File: config.mk
export PLATFORM = sky130hd
export DESIGN_NAME = ex_div_sequencer
export DESIGN_NICKNAME = d
export VERILOG_FILES = /design/src/rtl/ex_div_sequencer.sv
export SDC_FILE = /design/constraint.sdc
export NUM_CORES = 1
export LEC_CHECK = 0
export CORE_AREA = 2 2 117 233
export CTS_BUF_LIST = sky130_fd_sc_hd__clkbuf_16
export CTS_CLUSTER_SIZE = 16
export DETAILED_ROUTE_END_ITERATION = 10
export DIE_AREA = 0 0 119 235
export PLACE_DENSITY = 0.75
export SETUP_SLACK_MARGIN = 0.4
export SLEW_MARGIN = 20
export SYNTH_ARGS = -nofsm -noshare
export SYNTH_HDL_FRONTEND = slang
export SYNTH_SLANG_ARGS = --single-unit
File: constraint.sdc
create_clock -name clk -period 5.3 [get_ports clk]
set_input_delay 1.06 -clock clk [delete_from_list [all_inputs] [get_ports clk]]
set_output_delay 1.06 -clock clk [all_outputs]
set_load 0.01 [all_outputs]
File: src/rtl/ex_div_sequencer.sv
// Multi-cycle DIV/DIVU sequencer for the EX stage: radix-2 restoring divider,
// one quotient bit per cycle, holding the pipeline via stallReq until done.
module ex_div_sequencer #(
    parameter int WIDTH     = 32,
    parameter int CNT_WIDTH = 6
) (
    input  logic             clk,
    input  logic             rstN,
    input  logic             start,
    input  logic             signedOp,
    input  logic             cancel,
    input  logic [WIDTH-1:0] dividend,
    input  logic [WIDTH-1:0] divisor,
    output logic             stallReq,
    output logic             done,
    output logic [WIDTH-1:0] quotient,
    output logic [WIDTH-1:0] remainder
);

    typedef enum logic [1:0] {S_IDLE, S_BUSY, S_DONE} state_e;

    localparam logic [CNT_WIDTH-1:0] LAST_CNT = CNT_WIDTH'(WIDTH - 1);

    state_e               state_q, state_d;
    logic [CNT_WIDTH-1:0] cnt_q, cnt_d;
    logic [WIDTH-1:0]     dq_q, dq_d;
    logic [WIDTH-1:0]     dvs_q, dvs_d;
    logic [WIDTH-1:0]     prem_q, prem_d;
    logic                 q_neg_q, q_neg_d;
    logic                 r_neg_q, r_neg_d;
    logic                 done_q, done_d;
    logic [WIDTH-1:0]     quot_q, quot_d;
    logic [WIDTH-1:0]     rem_q, rem_d;

    logic [WIDTH-1:0]     dividend_mag, divisor_mag;
    logic [WIDTH:0]       shifted;
    logic                 no_borrow;
    logic [WIDTH-1:0]     prem_step, dq_step;

    assign dividend_mag = (signedOp && dividend[WIDTH-1]) ? -dividend : dividend;
    assign divisor_mag  = (signedOp && divisor[WIDTH-1])  ? -divisor  : divisor;

    // The shifted remainder needs the extra bit: the partial remainder can have its
    // MSB set when the divisor exceeds half range. When no borrow occurs the true
    // difference is below the divisor, so a WIDTH-bit subtraction is exact.
    assign shifted   = {prem_q, dq_q[WIDTH-1]};
    assign no_borrow = (shifted >= {1'b0, dvs_q});
    assign prem_step = no_borrow ? (shifted[WIDTH-1:0] - dvs_q) : shifted[WIDTH-1:0];
    assign dq_step   = {dq_q[WIDTH-2:0], no_borrow};

    // NOTE: every always_comb output gets a default first so no latch is inferred.
    always_comb begin
        state_d = state_q;
        cnt_d   = cnt_q;
        dq_d    = dq_q;
        dvs_d   = dvs_q;
        prem_d  = prem_q;
        q_neg_d = q_neg_q;
        r_neg_d = r_neg_q;
        done_d  = 1'b0;
        quot_d  = quot_q;
        rem_d   = rem_q;

        if (cancel) begin
            state_d = S_IDLE;
        end else begin
            case (state_q)
                S_IDLE: begin
                    if (start) begin
                        if (divisor == '0) begin
                            state_d = S_DONE;
                            done_d  = 1'b1;
                            quot_d  = '0;
                            rem_d   = '0;
                        end else begin
                            state_d = S_BUSY;
                            dq_d    = dividend_mag;
                            dvs_d   = divisor_mag;
                            prem_d  = '0;
                            cnt_d   = '0;
                            q_neg_d = signedOp & (dividend[WIDTH-1] ^ divisor[WIDTH-1]);
                            r_neg_d = signedOp & dividend[WIDTH-1];
                        end
                    end
                end
                S_BUSY: begin
                    dq_d   = dq_step;
                    prem_d = prem_step;
                    cnt_d  = cnt_q + 1'b1;
                    if (cnt_q == LAST_CNT) begin
                        state_d = S_DONE;
                        done_d  = 1'b1;
                        quot_d  = q_neg_q ? -dq_step : dq_step;
                        rem_d   = r_neg_q ? -prem_step : prem_step;
                    end
                end
                S_DONE:  state_d = S_IDLE;
                default: state_d = S_IDLE;
            endcase
        end
    end

    // NOTE: sequential state uses non-blocking assignments so all flops update together.
    always_ff @(posedge clk or negedge rstN) begin
        if (!rstN) begin
            state_q <= S_IDLE;
            cnt_q   <= '0;
            dq_q    <= '0;
            dvs_q   <= '0;
            prem_q  <= '0;
            q_neg_q <= 1'b0;
            r_neg_q <= 1'b0;
            done_q  <= 1'b0;
            quot_q  <= '0;
            rem_q   <= '0;
        end else begin
            state_q <= state_d;
            cnt_q   <= cnt_d;
            dq_q    <= dq_d;
            dvs_q   <= dvs_d;
            prem_q  <= prem_d;
            q_neg_q <= q_neg_d;
            r_neg_q <= r_neg_d;
            done_q  <= done_d;
            quot_q  <= quot_d;
            rem_q   <= rem_d;
        end
    end

    // Gated by rstN so upstream is never held while the block sits in reset.
    assign stallReq  = rstN & (((state_q == S_IDLE) & start & ~cancel) | (state_q == S_BUSY));
    assign done      = done_q;
    assign quotient  = quot_q;
    assign remainder = rem_q;

endmodule

==> results of run 1 <==
-- per-stage QoR --
stage	utilization, %	power [W]	hold WS [ns]
after global placement	51.74	0.006649	0.4665
after global routing	54.54	0.008724	0.5061
after floorplan	-	0.005198	0.4498
final	54.54	0.008213	0.4803
after detailed placement	51.74	0.006707	0.4708
after CTS	54.03	0.008027	0.4859
-- report_power, final --
group / leakage, nW / switching (W) / total [W] / internal, W
Clock: 0.292 / 0.000553 / 0.00129 / 0.000740
Combinational: 3.37 / 0.00318 / 0.00501 / 0.00183
Sequential: 2.26 / 0.000338 / 0.00191 / 0.00157
Total: 5.92 / 0.00407 / 0.00821 / 0.00414
-- how the worst min path moves through the flow --
stage | cells after the start | end | startpoint
floorplan | 2 | dvs_q[1] | dvs_q[1]
global placement | 2 | quotient[9] | quotient[9]
detailed placement | 2 | remainder[0] | remainder[0]
CTS | 2 | remainder[27] | remainder[27]
global route | 2 | quotient[13] | quotient[13]
finish | 2 | remainder[27] | remainder[27]
-- sequential cells by signal, summed over array words and instances (netlist names) --
register and cells:
q_neg_q 1, dq_q 32, done 1, prem_q 32, state_q 2, r_neg_q 1
cnt_q 6, dvs_q 32, quotient 32, remainder 32
-- routing by layer --
metal | global-route usage, % | up-vias | part of all wire [%]
met5 | 0 | - | 0
met4 | 21.50 | 0 | 8.5
met2 | 53.66 | 375 | 55
met3 | 3.641 | 137 | 3.6
met1 | 25.77 | 5490 | 32
li1 | - | 5333 | -
-- final cells by class --
type	count	area, um^2	area share, %
Tap cell	344	430.4	3.016
Sequential cell	171	4282	30.00
Timing Repair Buffer	159	1563	10.95
Multi-Input combinational cell	1113	7172	50.25
Inverter	60	227.7	1.596
Clock inverter	15	172.7	1.210
Clock buffer	17	425.4	2.981
-- layout by cell type, fill, tap and decap left out, types with 21 or more instances in the layout --
cell type	netlist	final
a21oi_1	70	69
nor2_1	77	74
nor3_1	51	51
ha_1	37	35
xor2_1	68	68
buf_4	0	23
xnor2_1	68	68
o31ai_1	36	35
dfrtp_1	171	169
nand2_1	208	207
clkdlybuf4s50_1	0	133
mux2i_1	22	21
inv_1	59	61
o21ai_0	169	169
-- tightest hold or removal path, delay by kind of cell (launching register included) --
family / cells / cell delay [ns]
flops: 1 / 0.34
compound gates: 1 / 0.06
simple gates: 1 / 0.04
-- logic make-up after synthesis --
kind of cell    after synthesis
compound gates              449
buf+inv                     138
mux                          22
flops                       171
simple gates                468
fa+ha+maj                    38
xor+xnor                    136
-- repair_timing --
| action | in CTS | in global routing |
|---|---|---|
| gates resized for setup | 0 | 12 |
| setup buffers | 0 | 6 |
| endpoints found under the setup margin | 0 | 10 |
==> summary.txt, run 1 <==
Setup path
  – Worst Path Buf+Inv: 1
  – Crit path max-delay family: compound AO/OA/AOI/OAI gates
  – CP endpoint kind: flip-flop
  – Worst-path cell chain: ha_1, nor2b_4, o2111ai_2, a2111o_1, a311o_2, nand3_4, inv_4, mux2i_2, ha_1, nand2_1, or3_4, nor4_4, o221ai_2, or4b_4, o31ai_2, xnor2_1, o21ai_1
  – Critical Path Sink: remainder[28]
  – CP Class: flip-flop to flip-flop
  – R2R cell count: 17
  – Worst path arrival time: 5.06 ns
  – Top cell by count, worst path: ha_1
  – Critical path startpoint category: flip-flop
  – Reg2reg start: prem_q[0]
  – CP max stage cell: or4b_4
  – CP required: 5.60 ns
  – Worst Path Max Fanout: 9
  – Max incr delay on CP: about 0.53 ns
  – FF-to-FF End: remainder[28]
  – R2r setup slk: 0.55 ns
  – Crit. Startpoint: prem_q[0]
  – Crit path depth: 17

Synthesis
  – Syn avg cell area: 8.361 um^2
  – Register area share after synthesis: 35.99%
  – Synth warn: 0
  – Synth Area in Simple Gates: about a fifth
  – FF+latch count, synth: roughly 170
  – Post-Synth XOR/XNOR Area: 10.02%
  – Mapped Cells: about 1.4k
  – Post-Synth Adder-Cell Area: 4.062%
  – Post-synth top area cell: dfrtp_1
  – Synth top area share: between 30% and 40%
  – Syn nets: 1529
  – Area contributors post-synth: dfrtp_1, o21ai_0, nand2_1, xnor2_1, xor2_1
  – Synth unique cells: 84
  – Synth Cell Area: 0.01189 mm^2
  – Synth async-reset ratio: 100.0%
  – Top FF cell, synth: dfrtp_1
  – EDFF count, synth: 0
  – Mux cell area share after synthesis: 1.852%
  – Synth Area in Compound Gates: about a quarter
  – Most frequent cells after synthesis: nand2_1, dfrtp_1, o21ai_0
  – Largest family of logic cells by synthesized area: compound AO/OA/AOI/OAI gates
  – Top-count cell post-synth: nand2_1

Floorplan
  – Site Rows: 84
  – Initial Util: 45.43%
  – DIE AREA: 0.02797 mm^2
  – I/O pin count: 135
  – Die height: 235 um
  – Core area: 0.02617 mm^2
  – Horiz. Die Dim: 119 um

Final layout
  – Final Instance Area: around 0.014 mm^2
  – Filler Cell Count: 2451
  – Layout cell share with drive strength beyond 1: between 7 and 8%
  – Nets: 1629
  – Layout area overhead: 20.05%
  – Diodes inserted: 0
  – Final non-filler cell total: 1879

Global routing
  – Vias in the first global route: around 11k
  – Largest net degree at the start of global routing: between 70 and 80
  – First-pass GRT wire length: slightly above 60000 um
  – Total track usage: between 20% and 30%
  – Initial antenna violation count: 0
  – Gr ovfl total: 0

Clock tree
  – Post-CTS Hold Fix Bufs: 0
  – CTS tree: yes
  – Cts bufs inserted: 17
  – Max H-tree Level: 4
  – Clock Tree Buf Depth: 2
  – Root buf cell: clkbuf_16
  – Clk slew on worst S/H paths: around 0.07 ns
  – Worst skew pair latency: 0.45 ns
  – Clk sinks: 171

Status
  – Outcome: finished clean

Job
  – Max_cap viols: 0

Pwr
  – Power Density: 575.5 mW/mm^2
  – Leak pwr: between 5 and 6 nW
  – Max IR drop VDD: 0.2940 mV

Drt
  – ANT nets after route: 0
  – DRC errors left: 0
  – Vias per std cell: ~6.0
  – Initial drt markers: 661
  – Routed len/inst: between 20 and 25 um
  – Vias post-DR: 11.34k
  – First-pass iteration count of the detailed router: 7
  – WL final: 39040 um

STA
  – Part of the cycle the worst path needs: about nine tenths
  – F_max: 0.2104 GHz
  – Final hold vios: 0
  – Tmin final: 4.753 ns
  – Least-Margin Pin Slew: 1.055 ns
  – Setup-failing EPs final: 0
  – RSZ-0062 raised after global routing: true
  – Final WS setup: 0.5472 ns
  – Slew margin rel.: 29.68%
  – Setup TNS: 0 ns
  – Max-slew violation count: 0
  – Final Skew: 0.01249 ns

Placed design
  – GP Congestion: approximately 1
  – Dpl cells: around 1.8k
  – I/O Buffers: 134
  – Area after DPL: 0.01354 mm^2
  – Pre-CTS WS: 0.4323 ns
  – Post-DP HPWL: 30030 um

Hold path
  – Worst Hold Class: flip-flop to flip-flop
Note: power is estimated with default switching activity, not from simulation.
==> run 2, diff against run 1 <==
Settings changed: SKIP_LAST_GASP from default to 1.
==> results of run 2 <==
Same layout as run 1: the final DEF is identical, and so are final timing and power.
==> run 3, diff against run 2 <==
Settings changed: CAP_MARGIN from default to 10.
==> results of run 3 <==
Same layout as run 1: the final DEF is identical, and so are final timing and power.
